`config.mk`:
```
export PLATFORM = sky130hd
export DESIGN_NAME = ram_port_arbiter
export DESIGN_NICKNAME = d
export VERILOG_FILES = /design/src/rtl/ram_port_arbiter.sv
export SDC_FILE = /design/constraint.sdc
export NUM_CORES = 1
export LEC_CHECK = 0
export CORE_AREA = 2 2 106 108
export DETAILED_ROUTE_END_ITERATION = 7
export DIE_AREA = 0 0 108 110
export GPL_ROUTABILITY_DRIVEN = 1
export HOLD_SLACK_MARGIN = 0.08
export PLACE_DENSITY_LB_ADDON = 0.25
export SETUP_SLACK_MARGIN = 0.5
export SLEW_MARGIN = 20
export SYNTH_ARGS = -nofsm -noshare
export SYNTH_HDL_FRONTEND = slang
export SYNTH_SLANG_ARGS = --single-unit
```
`constraint.sdc`:
```
create_clock -name clk -period 1.4 [get_ports clk]
set_input_delay 0.28 -clock clk [delete_from_list [all_inputs] [get_ports clk]]
set_output_delay 0.28 -clock clk [all_outputs]
set_load 0.02 [all_outputs]
```
`src/rtl/ram_port_arbiter.sv`:
```
// ram_port_arbiter
// Shares one single-ported RAM between an instruction-fetch (IF) port and a
// load/store (MEM) port. Loads/stores normally win, but a starvation counter
// hands the RAM to fetch after STARVE_LIMIT consecutive MEM wins while fetch
// waits. Read responses come back one cycle after the grant and are steered
// to the port that owned the read.

module ram_port_arbiter #(
  parameter int STARVE_LIMIT = 3
) (
  input  logic        clk,
  input  logic        reset_n,

  input  logic        if_req,
  input  logic [31:0] if_addr,
  output logic        if_gnt,
  output logic        if_rvalid,
  output logic [31:0] if_rdata,

  input  logic        mem_req,
  input  logic        mem_we,
  input  logic [31:0] mem_addr,
  input  logic [31:0] mem_wdata,
  input  logic [3:0]  mem_wstrb,
  output logic        mem_gnt,
  output logic        mem_rvalid,
  output logic [31:0] mem_rdata,

  output logic [31:0] ram_addr,
  output logic        ram_re,
  output logic        ram_we,
  output logic [31:0] ram_wdata,
  output logic [3:0]  ram_wstrb,
  input  logic [31:0] ram_rdata
);

  // A limit of zero still needs a one-bit counter that simply stays at zero.
  localparam int CNT_W = (STARVE_LIMIT < 1) ? 1 : $clog2(STARVE_LIMIT + 1);
  localparam logic [CNT_W-1:0] CNT_MAX = CNT_W'(STARVE_LIMIT);

  typedef enum logic [1:0] {
    OWNER_NONE = 2'd0,
    OWNER_IF   = 2'd1,
    OWNER_MEM  = 2'd2
  } owner_e;

  owner_e           owner_q;
  owner_e           owner_d;
  logic [CNT_W-1:0] starve_cnt_q;
  logic [CNT_W-1:0] starve_cnt_d;
  logic             starved;
  logic             grant_if;
  logic             grant_mem;

  // Arbitration: MEM wins a tie unless fetch has been passed over too often;
  // reset_n gates both grants so they drop the instant reset asserts.
  always_comb begin
    starved   = (starve_cnt_q == CNT_MAX);
    grant_if  = reset_n && if_req && (!mem_req || starved);
    grant_mem = reset_n && mem_req && !(if_req && starved);
  end

  assign if_gnt  = grant_if;
  assign mem_gnt = grant_mem;

  // Starvation counter: counts MEM wins while fetch waits, forgets as soon as
  // fetch is served or stops asking, and saturates at the limit.
  always_comb begin
    starve_cnt_d = starve_cnt_q;
    if (!if_req || grant_if) begin
      starve_cnt_d = '0;
    end else if (grant_mem && !starved) begin
      starve_cnt_d = starve_cnt_q + CNT_W'(1);
    end
  end

  // Counter register; reset also clears any history of passed-over fetches.
  always_ff @(posedge clk or negedge reset_n) begin
    if (!reset_n) begin
      starve_cnt_q <= '0;
    end else begin
      starve_cnt_q <= starve_cnt_d;
    end
  end

  // Response owner register; reset drops any read still in flight.
  always_ff @(posedge clk or negedge reset_n) begin
    if (!reset_n) begin
      owner_q <= OWNER_NONE;
    end else begin
      owner_q <= owner_d;
    end
  end

  // Owner next state: whoever wins a read this cycle owns next cycle's data.
  always_comb begin
    owner_d = OWNER_NONE;
    if (grant_if) begin
      owner_d = OWNER_IF;
    end else if (grant_mem && !mem_we) begin
      owner_d = OWNER_MEM;
    end
  end

  // Owner outputs: one-cycle valid pulses, data passed straight from the RAM.
  always_comb begin
    if_rvalid  = (owner_q == OWNER_IF);
    mem_rvalid = (owner_q == OWNER_MEM);
    if_rdata   = ram_rdata;
    mem_rdata  = ram_rdata;
  end

  // RAM drive: the winner's request goes out in its grant cycle, all zero when idle.
  always_comb begin
    ram_addr  = '0;
    ram_re    = 1'b0;
    ram_we    = 1'b0;
    ram_wdata = '0;
    ram_wstrb = '0;
    if (grant_if) begin
      ram_addr = if_addr;
      ram_re   = 1'b1;
    end else if (grant_mem) begin
      ram_addr = mem_addr;
      if (mem_we) begin
        ram_we    = 1'b1;
        ram_wdata = mem_wdata;
        ram_wstrb = mem_wstrb;
      end else begin
        ram_re = 1'b1;
      end
    end
  end

endmodule

```
# Yosys cells after proc, flatten, opt, wreduce, memory -nomap -nowiden
# Cells that the tools add are included.
dict set report word_totals {
  register_bits 4
  elab_cells 39
}
dict set report classes {
  eq_ne 3
  n_reduce_logical 15
  muxes 18
  add_sub_neg 1
}
# op n
set op_table {}
lappend op_table {{two-way mux 32 bit} 5}
lappend op_table {{two-way mux 4 bit} 3}
lappend op_table {{two-way mux 2 bit} 4}
lappend op_table {{logical AND 1 bit} 7}
lappend op_table {{two-way mux 1 bit} 6}
lappend op_table {{logical NOT 1 bit} 5}
lappend op_table {{equality test 2 bit, second input constant} 2}
lappend op_table {{adder 2 x 1 -> 2 bit, second input constant} 1}
lappend op_table {{equality test 2 x 1 -> 1 bit, second input constant} 1}
lappend op_table {{logical OR 1 bit} 2}
lappend op_table {{nonzero test 2 bit} 1}

# Logic depth before layout (Yosys ltp)
dict set report logic_depth {
  depth_word 7
  mapped_depth 6
  ltp_nobuf 4
}

# Worst setup path after synthesis
# Ideal clock, no wire load.
dict set report synth_path {
  path_type {register -> output}
  from {register starve_cnt_q[0]}
  to {output port ram_wdata[22]}
  arrival_time_ns 1.345
  n_path_buf 2
  path_stages_with_launch 7
  required_ns 1.120
  setup_slack_ns -0.225
  cell_sequence {dfrtp_1 -> ha_1 -> nand2_1 -> and4_4 -> buf_6 -> buf_6 -> and2_1}
}
dict set report synth_between {
  elab_chain_cells 6
  elab_cells_between_ends 8
}
# element line_no
set synth_lines {}
lappend synth_lines {{start: declaration} 49} ;# logic [CNT_W-1:0] starve_cnt_q;
lappend synth_lines {{start signal: assignment} 82} ;# starve_cnt_q <= starve_cnt_d;
lappend synth_lines {{equality test 2 bit (*)} 58} ;# starved = (starve_cnt_q == CNT_MAX);
lappend synth_lines {{logical AND 1 bit} 60} ;# grant_mem = reset_n && mem_req && !(if_req && starved);
lappend synth_lines {{logical NOT 1 bit} 60}
lappend synth_lines {{logical AND 1 bit} 60}
lappend synth_lines {{two-way mux 32 bit} 123} ;# end else if (grant_mem) begin
lappend synth_lines {{two-way mux 32 bit (*)} 120} ;# if (grant_if) begin
lappend synth_lines {{end: declaration} 32} ;# output logic [31:0] ram_wdata,
# Mark *: on every way between the ends. The rest lies on a longest branch, timed or not.

# Worst setup path in the final report
dict set report layout_path {
  from {register starve_cnt_q[1]}
  to {output port ram_wdata[16]}
}
# Same word-level chain as after synthesis.

==> run metrics <==
outcome=complete, but fails checks; failing checks=negative setup slack; Place WS=-0.993 ns; Final Skew=approximately 0.0025 ns; RSZ-0062 raised after global routing=true; CP Max Fanout=20; sequential fraction of the synthesis area=under 10%; internal power=0.000995 W; Post-Syn Area=1480 um^2; number of synthesized register bits=4; via-per-instance ratio=about 4; # rows=38; power per cell area=just under 400 nW/um^2; top post-synthesis cells by area=buf_4 33%, nand2_1 17%, and2_1 16%; die width=roughly 110 um; DRC=0; CP Depth=6; Synth Instances=around 240; P_leak=between 1.5 and 2 nW; Worst setup EP type=output port; 1st-iter DRT viols=36; Initial Utilization=around 14%; CP top delay family=simple AND/OR/NAND/NOR gates; height of the die=110 um; Final ANT Viol Nets=0; wire per inst=approximately 16 um; Area Overhead vs Synth=171%; Routability Congestion=0.722; Mapped Nets=about 380; Filler Cell Count=1116; NumNets Final=roughly 510; total wire length=about 8100 um; slowest stage delay, CP=roughly 0.38 ns; reg2reg path depth=6; post-layout min period=between 1.5 and 2 ns; ratio of cells with drive above 1 in the final layout=51.5%; Clk pin slew, worst setup/hold paths=0.03 ns; H-tree depth=1; slowest stage cell on the critical path=dfrtp_1; max_cap viols=0; largest net degree at the start of global routing=slightly below 50; Port Buffers=~180; Overflow after GRT=0; CTS Buf Count=3; final setup margin=-0.468 ns; slew margin rel.=81.4%; Net Sw Frac=between 30% and 40%; syn_area_per_cell=6.23 um^2; startpoint types=flop; Synth top area share=approximately a third; count of cell types in the netlist=19; Detailed Routing Iterations Pass 1=4; fmax=about 540 MHz; number of I/O pins=between 200 and 300; Max VDD drop=~0.21 mV; Worst-Margin Slew=roughly 0.28 ns; hold_ws=between 0.2 and 0.3 ns; Seq pwr share=under 10%; Final setup viols=between 70 and 80; Worst Path Buf+Inv=2; Sw Pwr=0.000547 W; core area=between 10000 and 15000 um^2; PnR Total Power=around 0.0015 W; design area=between 4000 and 5000 um^2; initial antenna violation count=0; CTS tree=yes; Final Hold Vio Count=0; worst min-delay path category=in2async; maximum clock path buffer count=2; Clk pwr share=about 16%; dpl cell area=~3500 um^2; crit-path cells=ha_2 > nand2_4 > and4_4 > buf_12 > and2_2 > buf_6; first-pass GRT wire length=between 10000 and 15000 um; R2R setup slack=0.05 ns; CP required=around 1.1 ns; GRT Total Usage=roughly an eighth; clock latency on the worst-skew pair=about 0.22 ns; area leader, netlist=buf_4; vias in the first global route=~2300; critical path class=reg2out; Ys Warns=0; # clock sinks=4; fin. max-slew vios=0; Antenna Cells=0; die area=between 10000 and 15000 um^2; Comb pwr share=about three quarters; fin crit share=133%; Worst Path Arrival=about 1.6 ns; Vias=2082; CTS Root Cell=clkbuf_8; DP HPWL=6560 um
[power groups by stage]
stage	registers [W]	logic, W	clock network [W]
3_3_place_gp	0.000124	0.00103	0
3_5_place_dp	0.000125	0.00103	0
5_1_grt	0.000125	0.00125	0.000253
2_1_floorplan	0.000124	0.000731	0
6_report	0.000125	0.00118	0.000239
4_1_cts	0.000125	0.00105	0.000245
[cell usage in the layout, fill, tap and decap left out]
cell type,instances
a21oi_4,1
buf_12,11
o22ai_2,3
nor2b_4,2
inv_1,1
dlygate4sd3_1,1
clkbuf_8,3
o22ai_4,29
buf_6,76
ha_2,1
nand2_8,1
nand2b_4,1
buf_2,1
nand2_4,2
buf_4,16
and2_2,18
nand2_1,65
nor2b_1,2
nor2_4,1
clkdlybuf4s50_1,101
and3_4,1
and2_4,18
o2bb2ai_1,1
nor3_2,1
dlygate4sd2_1,2
and4_4,1
dfrtp_1,4
o21a_1,1
buf_8,2
nand2b_1,1
buf_16,2
and2_1,1
[what timing repair did]
action | 4_1_cts | 5_1_grt
cloned | 2 | 0
hold endpoints to repair | 2 | 0
pin swaps | 1 | 4
resized for setup | 391 | 92
hold buffers | 1 | 0
setup buffers | 4 | 4
setup endpoints to repair | 78 | 78
[stage by stage]
step / setup TNS (ns) / util (%) / instances
after global placement: -64.03 / 32.8 / 497
after CTS: -32.67 / 33.9 / 507
after floorplan: -5.30 / - / 237
after detailed placement: -65.12 / 32.8 / 497
after global routing: -34.23 / 37.4 / 511
final: -30.39 / 37.4 / 511
[logic make-up (layout without fill, tap and decap cells)]
family,after synthesis,count (layout),synth area share [%]
adders and majority gates,1,1,0.847
DFF,4,4,6.77
buffers and inverters,82,216,40.1
AOI/OAI and AO/OA,35,35,15.0
and+or+nand+nor,115,115,37.3
[tightest hold or removal path: stages]
cell and delay, ns:
buf_2 0.13, buf_12 0.22, buf_4 0.17
[layer usage]
| layer | vias to the layer above | routed length (um) | track usage [%] |
|---|---|---|---|
| li1 | 979 | - | - |
| met1 | 941 | 2810 | 13.6 |
| met2 | 132 | 4070 | 22.8 |
| met3 | 30 | 965 | 4.47 |
| met4 | 0 | 238 | 4.58 |
| met5 | - | 0 | 0 |
[state kept, by name, summed over array words and instances (netlist names)]
register	cells
starve_cnt_q	2
owner_q	2
[synth_stat cells]
cell,count
nor2_1,1
and2_1,37
inv_1,1
ha_1,1
buf_2,12
o22ai_1,32
nor3_1,1
and3_1,1
nand2_1,68
a21oi_1,1
o2bb2ai_1,1
buf_6,4
nor2b_1,4
nand2b_1,2
clkbuf_1,1
buf_4,64
and4_4,1
o21a_1,1
dfrtp_1,4
[worst paths after layout]
kind	from	endpoint
worst max register to register	starve_cnt_q[1]	starve_cnt_q[0]
worst min-delay path	reset_n	starve_cnt_q[0]
min in group clk	ram_rdata[5]	if_rdata[5]
worst max-delay path	starve_cnt_q[1]	ram_wdata[16]
worst min register to register	starve_cnt_q[1]	starve_cnt_q[1]
max in group asynchronous	reset_n	owner_q[1]
[layout make-up]
class,instances,area (um^2),share of cell area (%)
clock buffer,3,41.3,1.03
sequential,4,100,2.50
inverter,1,3.75,0.0938
multi-input combinational,151,1360,33.9
tap,140,175,4.38
timing repair buffer,212,2320,58.1
Note: power is estimated with default switching activity, not from simulation.
